$ cat config.mk
export PLATFORM = sky130hd
export DESIGN_NAME = seq_mag_comparator
export DESIGN_NICKNAME = d
export VERILOG_FILES = /design/src/rtl/cmp_pkg.sv /design/src/rtl/digit_comparator.sv /design/src/rtl/seq_mag_comparator.sv
export SDC_FILE = /design/constraint.sdc
export NUM_CORES = 1
export LEC_CHECK = 0
export CAP_MARGIN = 20
export CORE_ASPECT_RATIO = 0.8
export CORE_UTILIZATION = 35
export DETAILED_ROUTE_END_ITERATION = 10
export PLACE_DENSITY_LB_ADDON = 0.12
export SLEW_MARGIN = 15
export SYNTH_ARGS = -nofsm -noshare
export SYNTH_HDL_FRONTEND = slang
export SYNTH_SLANG_ARGS = --single-unit
$ cat constraint.sdc
create_clock -name clk -period 3.9 [get_ports clk]
set_input_delay 0.39 -clock clk [delete_from_list [all_inputs] [get_ports clk]]
set_output_delay 0.39 -clock clk [all_outputs]
set_load 0.01 [all_outputs]
$ cat src/rtl/cmp_pkg.sv
// Purpose: shared constants and helpers for the sequential magnitude comparator.
// Latency: n/a (package only).
// Backpressure: n/a (package only).
package cmp_pkg;

  // FSM encoding. A single bit is enough because there are only two states.
  localparam logic [0:0] ST_IDLE    = 1'b0;
  localparam logic [0:0] ST_COMPARE = 1'b1;

  // Result flag encoding used when the three flags travel together as one bus.
  typedef struct packed {
    logic lt;
    logic eq;
    logic gt;
  } cmp_flags_t;

  // Number of DIGIT-wide slices in a WIDTH-bit operand.
  function automatic int num_digits(input int width, input int digit);
    return width / digit;
  endfunction

  // Width of the digit down counter. The counter holds values up to
  // NUM_DIGITS-1, so clog2(NUM_DIGITS) bits suffice. A single-digit
  // configuration still needs a 1-bit counter to avoid a zero-width vector.
  function automatic int cnt_width(input int n);
    return ($clog2(n) < 1) ? 1 : $clog2(n);
  endfunction

endpackage

$ cat src/rtl/digit_comparator.sv
// Purpose: combinational unsigned compare of one DIGIT-wide slice.
// Latency: 0 cycles (pure combinational).
// Backpressure: none; outputs follow inputs.
//
// Ports:
//   a, b  in   DIGIT  digit slices to compare (unsigned)
//   lt    out  1      a < b
//   eq    out  1      a == b
//   gt    out  1      a > b
module digit_comparator #(
  parameter int DIGIT = 2
) (
  input  logic [DIGIT-1:0] a,
  input  logic [DIGIT-1:0] b,
  output logic             lt,
  output logic             eq,
  output logic             gt
);

  assign lt = (a <  b);
  assign eq = (a == b);
  assign gt = (a >  b);

endmodule

$ cat src/rtl/seq_mag_comparator.sv
// Purpose: multi-cycle MSB-first magnitude comparator, DIGIT bits per cycle, signed/unsigned.
// Latency: done 1..NUM_DIGITS cycles after the start edge (first differing digit when EARLY_EXIT=1).
// Backpressure: start is ignored while busy; a start in the done cycle is accepted.
//
// Ports:
//   clk          in   1      rising-edge clock
//   rst_n        in   1      asynchronous active-low reset
//   start        in   1      request; accepted only when busy==0
//   signed_mode  in   1      1: operands are two's complement; sampled with start
//   A, B         in   WIDTH  operands; sampled with start
//   busy         out  1      comparison in progress
//   done         out  1      one-cycle completion pulse
//   A_lt_B       out  1      registered result A < B  (held until next completion)
//   A_eq_B       out  1      registered result A == B (held until next completion)
//   A_gt_B       out  1      registered result A > B  (held until next completion)
module seq_mag_comparator
  import cmp_pkg::*;
#(
  parameter int WIDTH      = 8,
  parameter int DIGIT      = 2,
  parameter int EARLY_EXIT = 1
) (
  input  logic             clk,
  input  logic             rst_n,
  input  logic             start,
  input  logic             signed_mode,
  input  logic [WIDTH-1:0] A,
  input  logic [WIDTH-1:0] B,
  output logic             busy,
  output logic             done,
  output logic             A_lt_B,
  output logic             A_eq_B,
  output logic             A_gt_B
);

  localparam int NUM_DIGITS = num_digits(WIDTH, DIGIT);
  localparam int CW         = cnt_width(NUM_DIGITS);
  localparam logic [CW-1:0] CNT_LOAD = CW'(NUM_DIGITS - 1);

  // ------------------------------------------------------------------
  // State
  // ------------------------------------------------------------------
  logic [0:0]       state;
  logic [WIDTH-1:0] a_sh;
  logic [WIDTH-1:0] b_sh;
  logic [CW-1:0]    cnt;
  logic             dec_lt;   // sticky decision, only used when EARLY_EXIT=0
  logic             dec_gt;

  // ------------------------------------------------------------------
  // Operand load: flipping the sign bit maps two's complement order onto
  // unsigned order (-2^(W-1) -> 0, 2^(W-1)-1 -> all ones), so the digit
  // datapath only ever needs an unsigned compare.
  // ------------------------------------------------------------------
  logic [WIDTH-1:0] sign_flip;
  logic [WIDTH-1:0] a_load;
  logic [WIDTH-1:0] b_load;

  assign sign_flip = {signed_mode, {(WIDTH-1){1'b0}}};
  assign a_load    = A ^ sign_flip;
  assign b_load    = B ^ sign_flip;

  // ------------------------------------------------------------------
  // Top-digit compare
  // ------------------------------------------------------------------
  logic [DIGIT-1:0] a_dig;
  logic [DIGIT-1:0] b_dig;
  logic             dig_lt;
  logic             dig_eq;
  logic             dig_gt;

  assign a_dig = a_sh[WIDTH-1 -: DIGIT];
  assign b_dig = b_sh[WIDTH-1 -: DIGIT];

  digit_comparator #(
    .DIGIT (DIGIT)
  ) u_digit_cmp (
    .a  (a_dig),
    .b  (b_dig),
    .lt (dig_lt),
    .eq (dig_eq),
    .gt (dig_gt)
  );

  // ------------------------------------------------------------------
  // Completion and result selection
  // ------------------------------------------------------------------
  logic       in_compare;
  logic       diff_seen;
  logic       dig_diff;
  logic       last_digit;
  logic       early_hit;
  logic       finish;
  cmp_flags_t result;

  assign in_compare = (state == ST_COMPARE);
  assign diff_seen  = dec_lt | dec_gt;
  assign dig_diff   = ~dig_eq;
  assign last_digit = (cnt == '0);
  assign early_hit  = (EARLY_EXIT != 0) && dig_diff;
  assign finish     = in_compare && (early_hit || last_digit);

  // The most significant differing digit decides. If an earlier digit
  // already differed, its sticky decision wins over the current digit;
  // otherwise the current digit decides (this also covers the early-exit
  // case, where diff_seen is never set before finishing).
  always_comb begin
    result = '0;
    if (diff_seen) begin
      result.lt = dec_lt;
      result.gt = dec_gt;
    end else begin
      result.lt = dig_lt;
      result.eq = dig_eq;
      result.gt = dig_gt;
    end
  end

  // ------------------------------------------------------------------
  // FSM, datapath and output registers
  // ------------------------------------------------------------------
  always_ff @(posedge clk or negedge rst_n) begin
    if (!rst_n) begin
      state  <= ST_IDLE;
      a_sh   <= '0;
      b_sh   <= '0;
      cnt    <= '0;
      dec_lt <= 1'b0;
      dec_gt <= 1'b0;
      done   <= 1'b0;
      A_lt_B <= 1'b0;
      A_eq_B <= 1'b0;
      A_gt_B <= 1'b0;
    end else begin
      done <= 1'b0;
      case (state)
        ST_IDLE: begin
          // Result flags are deliberately left alone here: they hold the
          // previous outcome until this new operation completes.
          if (start) begin
            a_sh   <= a_load;
            b_sh   <= b_load;
            cnt    <= CNT_LOAD;
            dec_lt <= 1'b0;
            dec_gt <= 1'b0;
            state  <= ST_COMPARE;
          end
        end
        ST_COMPARE: begin
          a_sh <= a_sh << DIGIT;
          b_sh <= b_sh << DIGIT;
          cnt  <= cnt - 1'b1;
          // Capture only the first difference; later digits are less
          // significant and must not override it.
          if (dig_diff && !diff_seen) begin
            dec_lt <= dig_lt;
            dec_gt <= dig_gt;
          end
          if (finish) begin
            state  <= ST_IDLE;
            done   <= 1'b1;
            A_lt_B <= result.lt;
            A_eq_B <= result.eq;
            A_gt_B <= result.gt;
          end
        end
        default: state <= ST_IDLE;
      endcase
    end
  end

  // busy is a decode of a registered state bit, so it is glitch-free.
  assign busy = in_compare;

endmodule
# --- After elaboration in Yosys (flattened, before gate mapping) ---
# Cells that the tools add are included.
word_totals:
  romBits: 0
  out_inout_bits: 5
  latchBits: 0
  inputBits: 20
  ram_bits: 0
  n_memories: 0
  wordCells: 47
  reg_bits: 25
classes:
  n_addsub: 1
  mul: 0
  magnitude_cmp: 2
  n_bitwise: 5
  n_shift: 0
  mux: 19
  div_mod_pow: 0
  n_reduce_logical: 7
  n_eq_ne: 3
ops:
  columns: ["cell", "n"]
  rows:
  - ["$pmux 8 s2", 2]
  - ["$mux 8", 2]
  - ["$xor 8x8->8", 2]
  - ["$mux 1", 10]
  - ["$pmux 1 s2", 3]
  - ["$pmux 2 s2", 1]
  - ["$reduce_and 2->1", 2]
  - ["$eq 2x2->1", 1]
  - ["$gt 2x2->1", 1]
  - ["$logic_and 1x1->1", 2]
  - ["$logic_not 2->1", 1]
  - ["$lt 2x2->1", 1]
  - ["$mux 2", 1]
  - ["$ne 2x1->1 const B", 1]
  - ["$ne 2x2->1 const B", 1]
  - ["$not 1->1", 2]
  - ["$sub 2x1->2 const B", 1]
  - ["$logic_not 1->1", 1]
  - ["$logic_or 1x1->1", 1]
  - ["$or 1x1->1", 1]

# --- Logic depth before layout (Yosys ltp) ---
# Gate-level depths: netlist of run 1.
depth:
  depth_word: 6
  ltp_mapped: 5
  depth_no_buf: 5

# --- Modules after synthesis ---
# Synthesis of run 1 repeated with hierarchy kept, for this count alone.
hier_totals:
  hier_cells: 116
  hier_area_um2: 1198.6
by_module_without_submodules:
  columns: ["mod", "seq_area_each_um2", "cells_per_inst", "area_each_um2", "instances"]
  rows:
  - ["seq_mag_comparator", 625.6, 107, 1136.1, 1]
  - ["digit_comparator", 0.0, 9, 62.6, 1]

# --- Worst setup path after synthesis of run 1 ---
# No wires, ideal clock.
synth_timing:
  path_kind: "register to register"
  start: "register a_sh[7]"
  end: "register A_lt_B"
  slack_ns: 2.561
  stages_incl_launch_ff: 5
  synth_period_minus_slack_ns: 1.339
  t_required_ns: 3.775
  path_buffers: 0
  t_arrival_ns: 1.214
  setup_ns: 0.125
  cell_sequence: "dfrtp_1 ha_1 nand3b_1 and2_4 mux2_4"
synth_via:
  elab_chain_len: 5
  elab_cells_between_ends: 7
  classes_between: "order compare (1); eq/ne (1); mux (1); bitwise (1); reduce/logical (3)"
synth_lines:
  columns: ["item", "line_no", "source"]
  rows:
  - ["start: declaration", "seq_mag_comparator.sv:44", "logic [WIDTH-1:0] a_sh;"]
  - ["start signal: assignment", "seq_mag_comparator.sv:141", "a_sh <= a_load;"]
  - ["start signal: assignment", "seq_mag_comparator.sv:150", "a_sh <= a_sh << DIGIT;"]
  - ["$eq 2x2->1", "digit_comparator.sv:21", "assign eq = (a == b);"]
  - ["$not 1->1", "seq_mag_comparator.sv:98", "assign dig_diff = ~dig_eq;"]
  - ["$logic_or 1x1->1", "seq_mag_comparator.sv:101", "assign finish = in_compare && (early_hit || last_digit);"]
  - ["$logic_and 1x1->1", "seq_mag_comparator.sv:101", null]
  - ["$reduce_and 2->1 (no line)", null, null]
  - ["end signal: assignment", "seq_mag_comparator.sv:162", "A_lt_B <= result.lt;"]
  - ["end: declaration", "seq_mag_comparator.sv:31", "output logic A_lt_B,"]
# Parallel ways exist; a longest one is shown, timed or not.
# A chain may end at the register's enable or synchronous reset.

# --- Final worst setup path of run 1 ---
layout_timing:
  start: "input port start"
  end: "register dec_lt"
layout_via:
  elab_chain_len: 2
layout_lines:
  columns: ["item", "line_no", "source"]
  rows:
  - ["start: declaration", "seq_mag_comparator.sv:25", "input logic start,"]
  - ["$ne 2x2->1 (no line)", null, null]
  - ["$reduce_and 2->1 (no line)", null, null]
  - ["end signal: assignment", "seq_mag_comparator.sv:156", "dec_lt <= dig_lt;"]
  - ["end: declaration", "seq_mag_comparator.sv:47", "logic dec_lt;"]
# Every way passes these cells.

==> results of run 1 <==
[kinds of logic after synthesis]
group,Yosys count,synth area share
AND/OR/NAND/NOR,26,0.101
flip-flops,25,0.529
AO/OA/AOI/OAI,24,0.115
multiplexers,17,0.148
buffers and inverters,14,0.0602
adder cells (fa/ha/maj),3,0.0317
XOR/XNOR,2,0.0148
[path summary, 6_finish.rpt]
kind	end	cells past startpoint	start
min in group clk	cnt[0]	1	cnt[0]
setup reg to reg	A_lt_B	4	a_sh[7]
setup / recovery	dec_lt	4	start
max in group asynchronous	a_sh[2]	3	rst_n
hold reg to reg	cnt[0]	1	cnt[0]
hold / removal	done	1	rst_n
[worst max-delay path, cell delays in order]
cell             delay (ns)
clkdlybuf4s50_1        1.17
inv_1                  0.14
o21ai_0                0.20
o21ai_0                0.11
[flip-flops by register name, summed over array words and instances (netlist names)]
signal,count
dec_lt,1
A_gt_B,1
A_lt_B,1
a_sh,8
dec_gt,1
done,1
busy,1
b_sh,8
cnt,2
A_eq_B,1
[placed cells by master, fill, tap and decap left out, drive strengths merged, types with 2 or more instances in the layout]
cell,instances
dfrtp,25
a21oi,4
clkbuf,3
xor2,2
o21ai,14
nor2,6
nand2,15
buf,3
mux2i,16
ha,3
clkdlybuf4s50,24
inv,8
[routing by layer]
layer / wire, um / track usage
met1: 1030 / 0.170
met2: 954 / 0.190
met3: 150 / 0.0530
met4: 27 / 0.0567
met5: 0 / 0
[stage by stage]
stage / cells / hold WS [ns] / area (um^2) / total power (W) / setup WS [ns]
2_1_floorplan: 111 / 0.0944 / 1180 / 0.000758 / 2.56
3_3_place_gp: 171 / 0.463 / 1450 / 0.000890 / 1.83
3_5_place_dp: 171 / 0.474 / 1450 / 0.000908 / 1.76
4_1_cts: 175 / 0.493 / 1490 / 0.00106 / 2.05
5_1_grt: 176 / 0.397 / 1510 / 0.00114 / 1.95
6_report: 176 / 0.389 / 1510 / 0.00106 / 2.04
[cell type report]
class / count / area share
repair buffers: 27 / 0.179
multi-input cells: 72 / 0.323
flip-flops and latches: 25 / 0.415
inverters: 8 / 0.0199
clock inverters: 1 / 0.00332
clock buffers: 3 / 0.0274
well taps: 40 / 0.0332
[where the power goes]
group / switching [W] / total [W] / internal, W
combinational: 0.000238 / 0.000467 / 0.000229
clock: 0.0000821 / 0.000154 / 0.0000715
sequential: 0.0000609 / 0.000436 / 0.000375
total: 0.000381 / 0.00106 / 0.000676
==> impl_metrics.py, run 1 <==
metrics = {
    "sta": {
        "finalSetupViolations": 0,
        "skew_ns": 0.00128,
        "rsz0062_at_grt": "no",
        "fin_crit_ns": 1.86,
        "worst_pin_slew_ns": 1.06,
        "hold_viol": 0,
        "report.final.slew_viol_count": 0,
        "tns_ns": 0,
        "slew_headroom": 0.291,
        "finalCritPeriodShare": 0.476,
        "timing.fmax_mhz": 538,
    },
    "global_route": {
        "grt_pass1_wl_um": 3300,
        "first_global_vias": 703,
        "grt_max_degree": 40,
        "track_usage": 0.130,
        "grt.overflow.total": 0,
        "antenna_found_initial": 0,
    },
    "placed_design": {
        "numPortBuffers": 24,
        "place_congestion": 0.734,
        "post-dp-hpwl_um": 1470,
    },
    "route": {
        "drt_iter0_markers": 45,
        "wl_um": 2170,
        "dr.pass1.iters": 4,
        "vias": 862,
        "drt-vias-per-instance": 4.90,
        "avgRoutedWirePerCell_um": 12.3,
        "ant_nets": 0,
        "drc_errors": 0,
    },
    "setup_path": {
        "endpoint_kind": "register",
        "critPathMaxFanout": 19,
        "path_class": "input pin to register",
        "worstPathRequired_ns": 4.05,
        "cp_data_arrival_time_ns": 2.01,
        "r2r_setup_slack_ns": 2.47,
        "startpoint_type": "input pin",
    },
    "clock_tree": {
        "clock_sinks": 25,
        "cts_resized": 0,
        "cts_setup_buffers": 0,
        "cts_tree": "yes",
        "clk_pin_slew_ns": 0.09,
        "cts_buffers": 3,
        "cts_buffer_depth": 2,
        "hold_buffers": 0,
        "clock_latency_ns": 0.27,
        "h-tree-depth": 1,
        "cts_root_buf": "clkbuf_8",
    },
    "final_layout": {
        "n_antenna_cell": 0,
        "nets": 160,
        "nFillCells": 296,
        "drive_above_1_share": 0.0809,
        "final_core_util": 0.479,
        "syn2layout_area_growth_pct": 27.5,
        "seq_area_um2": 626,
        "multiInputGateArea_um2": 487,
    },
    "floorplan": {
        "die_area_um2": 3620,
        "die_w_um": 67.0,
        "io_pins": 25,
        "placementRows": 18,
        "fp.dieH_um": 54.0,
        "initial_utilization": 0.375,
        "core-area_um2": 3150,
    },
    "power_and_ir_drop": {
        "max-vdd-ir-drop_uv": 219,
        "total_leakage_power_nw": 0.701,
        "powerDensity_nw_per_um2": 700,
    },
    "yosys": {
        "yosys.area.top_type": "dfrtp_1",
        "yosysTopAreaCellShare": 0.529,
        "syn-instance-count": 111,
        "synth_edf_count": 0,
        "syn_area_um2": 1180,
        "synthTopCellsByArea": "dfrtp_1 53%, mux2i_1 14%, nand2_1 4.8%",
        "ys_seq_area_frac": 0.529,
        "synthTopCellsByCount": "25 x dfrtp_1, 16 x mux2i_1, 15 x nand2_1, 11 x o21ai_0, 8 x inv_1",
        "synth-seq-cells": 25,
        "synth_top_flop_cell": "dfrtp_1",
        "async_flop_share": 1.00,
        "synth.net_count": 134,
        "yosysUniqueCellTypes": 25,
        "yosysMostFrequentCell": "dfrtp_1",
        "synth_warnings": 0,
        "synth.avg_cell_area_um2": 10.7,
    },
    "min_path": {
        "min_path_type": "input pin to asynchronous set/reset pin",
    },
    "run": {
        "cap_viol_max_count": 0,
    },
    "run_status": {
        "status": "finished clean",
    },
}
(Power assumes the default switching activity.)
==> run 2, diff against run 1 <==
clock period = 1.9 ns   (was 3.9 ns; I/O delays follow)
==> run 2 against run 1 <==
  * Worst hold slack got worse by 0.11 ns
  * Highest routed layer is now met3
  * Design area did not move
  * Largest power group unchanged
  * Sequential share of layout area unchanged
  * First-iteration DRC count down 44%
==> impl_metrics.py, run 2 (same netlist as run 1, synthesis figures left out) <==
metrics = {
    "final_layout": {
        "syn2layout_area_growth_pct": 27.5,
        "multiInputGateArea_um2": 487,
        "final_common_cell": "dfrtp_1",
        "drive_above_1_share": 0.0876,
        "seq_area_um2": 626,
        "finalNonFillerCells": 177,
        "n_antenna_cell": 0,
        "reg.largest.list": "a_sh x8, b_sh x8, cnt x2",
        "final_cell_mix": "25 x dfrtp_1, 24 x clkdlybuf4s50_1, 16 x mux2i_1",
        "nFillCells": 306,
        "nets": 161,
    },
    "setup_path": {
        "cp_data_arrival_time_ns": 1.42,
        "critPathMaxFanout": 12,
        "cp_top_family": "buffers and inverters",
        "startpoint": "busy",
        "path_class": "register to output pin",
        "startpoint_type": "register",
        "endpoint_kind": "output pin",
        "crit_path_end": "busy",
        "crit_path_top_delay_cell": "clkdlybuf4s50_1",
        "worstPathRequired_ns": 1.71,
        "reg2reg_from": "cnt[0]",
        "path_buf_inv": 1,
        "reg2reg_to": "A_lt_B",
        "crit_path_max_incr_delay_ns": 0.60,
        "path_depth": 1,
        "r2r_setup_slack_ns": 0.46,
        "path_cells": "clkdlybuf4s50_1",
        "r2r_cells": 5,
    },
    "floorplan": {
        "fp.dieH_um": 54.0,
        "die_w_um": 67.0,
        "placementRows": 18,
        "die_area_um2": 3620,
        "io_pins": 25,
        "initial_utilization": 0.375,
        "core-area_um2": 3150,
    },
    "global_route": {
        "grt_pass1_wl_um": 3620,
        "first_global_vias": 807,
        "grt.overflow.total": 0,
        "track_usage": 0.135,
        "antenna_found_initial": 0,
        "grt_max_degree": 26,
    },
    "route": {
        "drc_errors": 0,
        "wl_um": 2150,
        "ant_nets": 0,
        "drt-vias-per-instance": 4.71,
        "drt_iter0_markers": 25,
        "avgRoutedWirePerCell_um": 12.1,
        "vias": 833,
        "dr.pass1.iters": 4,
    },
    "sta": {
        "rsz0062_at_grt": "no",
        "report.final.slew_viol_count": 0,
        "fin_crit_ns": 1.61,
        "tns_ns": 0,
        "worst_pin_slew_ns": 0.340,
        "whs_ns": 0.280,
        "hold_viol": 0,
        "finalSetupViolations": 0,
        "skew_ns": 0.00486,
        "timing.fmax_mhz": 621,
        "finalCritPeriodShare": 0.848,
        "slew_headroom": 0.773,
    },
    "clock_tree": {
        "cts_resized": 0,
        "cts_buffers": 3,
        "cts_buffer_depth": 2,
        "cts_setup_buffers": 0,
        "h-tree-depth": 1,
        "cts_root_buf": "clkbuf_8",
        "cts_tree": "yes",
        "clk_pin_slew_ns": 0.09,
        "hold_buffers": 0,
        "clock_latency_ns": 0.26,
        "clock_sinks": 25,
    },
    "placed_design": {
        "place_congestion": 0.763,
        "placedCellCount": 173,
        "post-dp-hpwl_um": 1540,
        "numPortBuffers": 24,
    },
    "power_and_ir_drop": {
        "powerDensity_nw_per_um2": 1430,
        "p_int_w": 0.00140,
        "pwr-share-clk": 0.143,
        "sequentialPowerShare": 0.425,
        "p_sw_w": 0.000763,
        "total_leakage_power_nw": 0.703,
        "switching_share": 0.354,
        "max-vdd-ir-drop_uv": 572,
        "pwr-share-comb": 0.432,
    },
    "min_path": {
        "min_path_type": "input pin to asynchronous set/reset pin",
    },
    "run_status": {
        "status": "finished clean",
    },
    "run": {
        "cap_viol_max_count": 0,
    },
}
-- run 2: changes by cell type in the layout (fill, tap and decap cells not counted), sizes merged --
cell  previous run  this run
buf              3         4
-- run 2: per-stage QoR --
| step | area [um^2] | worst slack [ns] | power [W] | util |
|---|---|---|---|---|
| after floorplan | 1180 | 0.561 | 0.00156 | - |
| after global placement | 1460 | 0.489 | 0.00184 | 0.464 |
| after detailed placement | 1460 | 0.483 | 0.00187 | 0.464 |
| after CTS | 1510 | 0.255 | 0.00218 | 0.479 |
| after global routing | 1510 | 0.178 | 0.00237 | 0.479 |
| final | 1510 | 0.289 | 0.00216 | 0.479 |
-- run 2: layout make-up --
type | instances | share of cell area
well taps | 40 | 0.0332
inverters | 8 | 0.0199
clock inverters | 1 | 0.00332
clock buffers | 3 | 0.0274
repair buffers | 28 | 0.179
multi-input cells | 72 | 0.323
flip-flops and latches | 25 | 0.415
-- run 2: worst min path at each step --
stage | to | slack [ns] | cells after the start
finish | cnt[0] | 0.28 | 2
global placement | cnt[0] | 0.46 | 1
global route | A_lt_B | 0.31 | 2
CTS | busy | 0.29 | 2
detailed placement | a_sh[2] | 0.47 | 2
floorplan | A_eq_B | -0.11 | 0
-- run 2: power groups by stage --
stage	registers, W	logic [W]	clock network, W
3_5_place_dp	0.000933	0.000936	0
3_3_place_gp	0.000931	0.000911	0
2_1_floorplan	0.000905	0.000650	0
4_1_cts	0.000923	0.000937	0.000322
6_report	0.000919	0.000933	0.000308
5_1_grt	0.000964	0.00106	0.000340
-- run 2: metal layers --
metal	part of all wire	GRT usage	wire length (um)
met1	0.52	0.194	1120
met2	0.43	0.198	929
met4	0	0.0213	0
met5	0	0	0
met3	0.047	0.0445	101
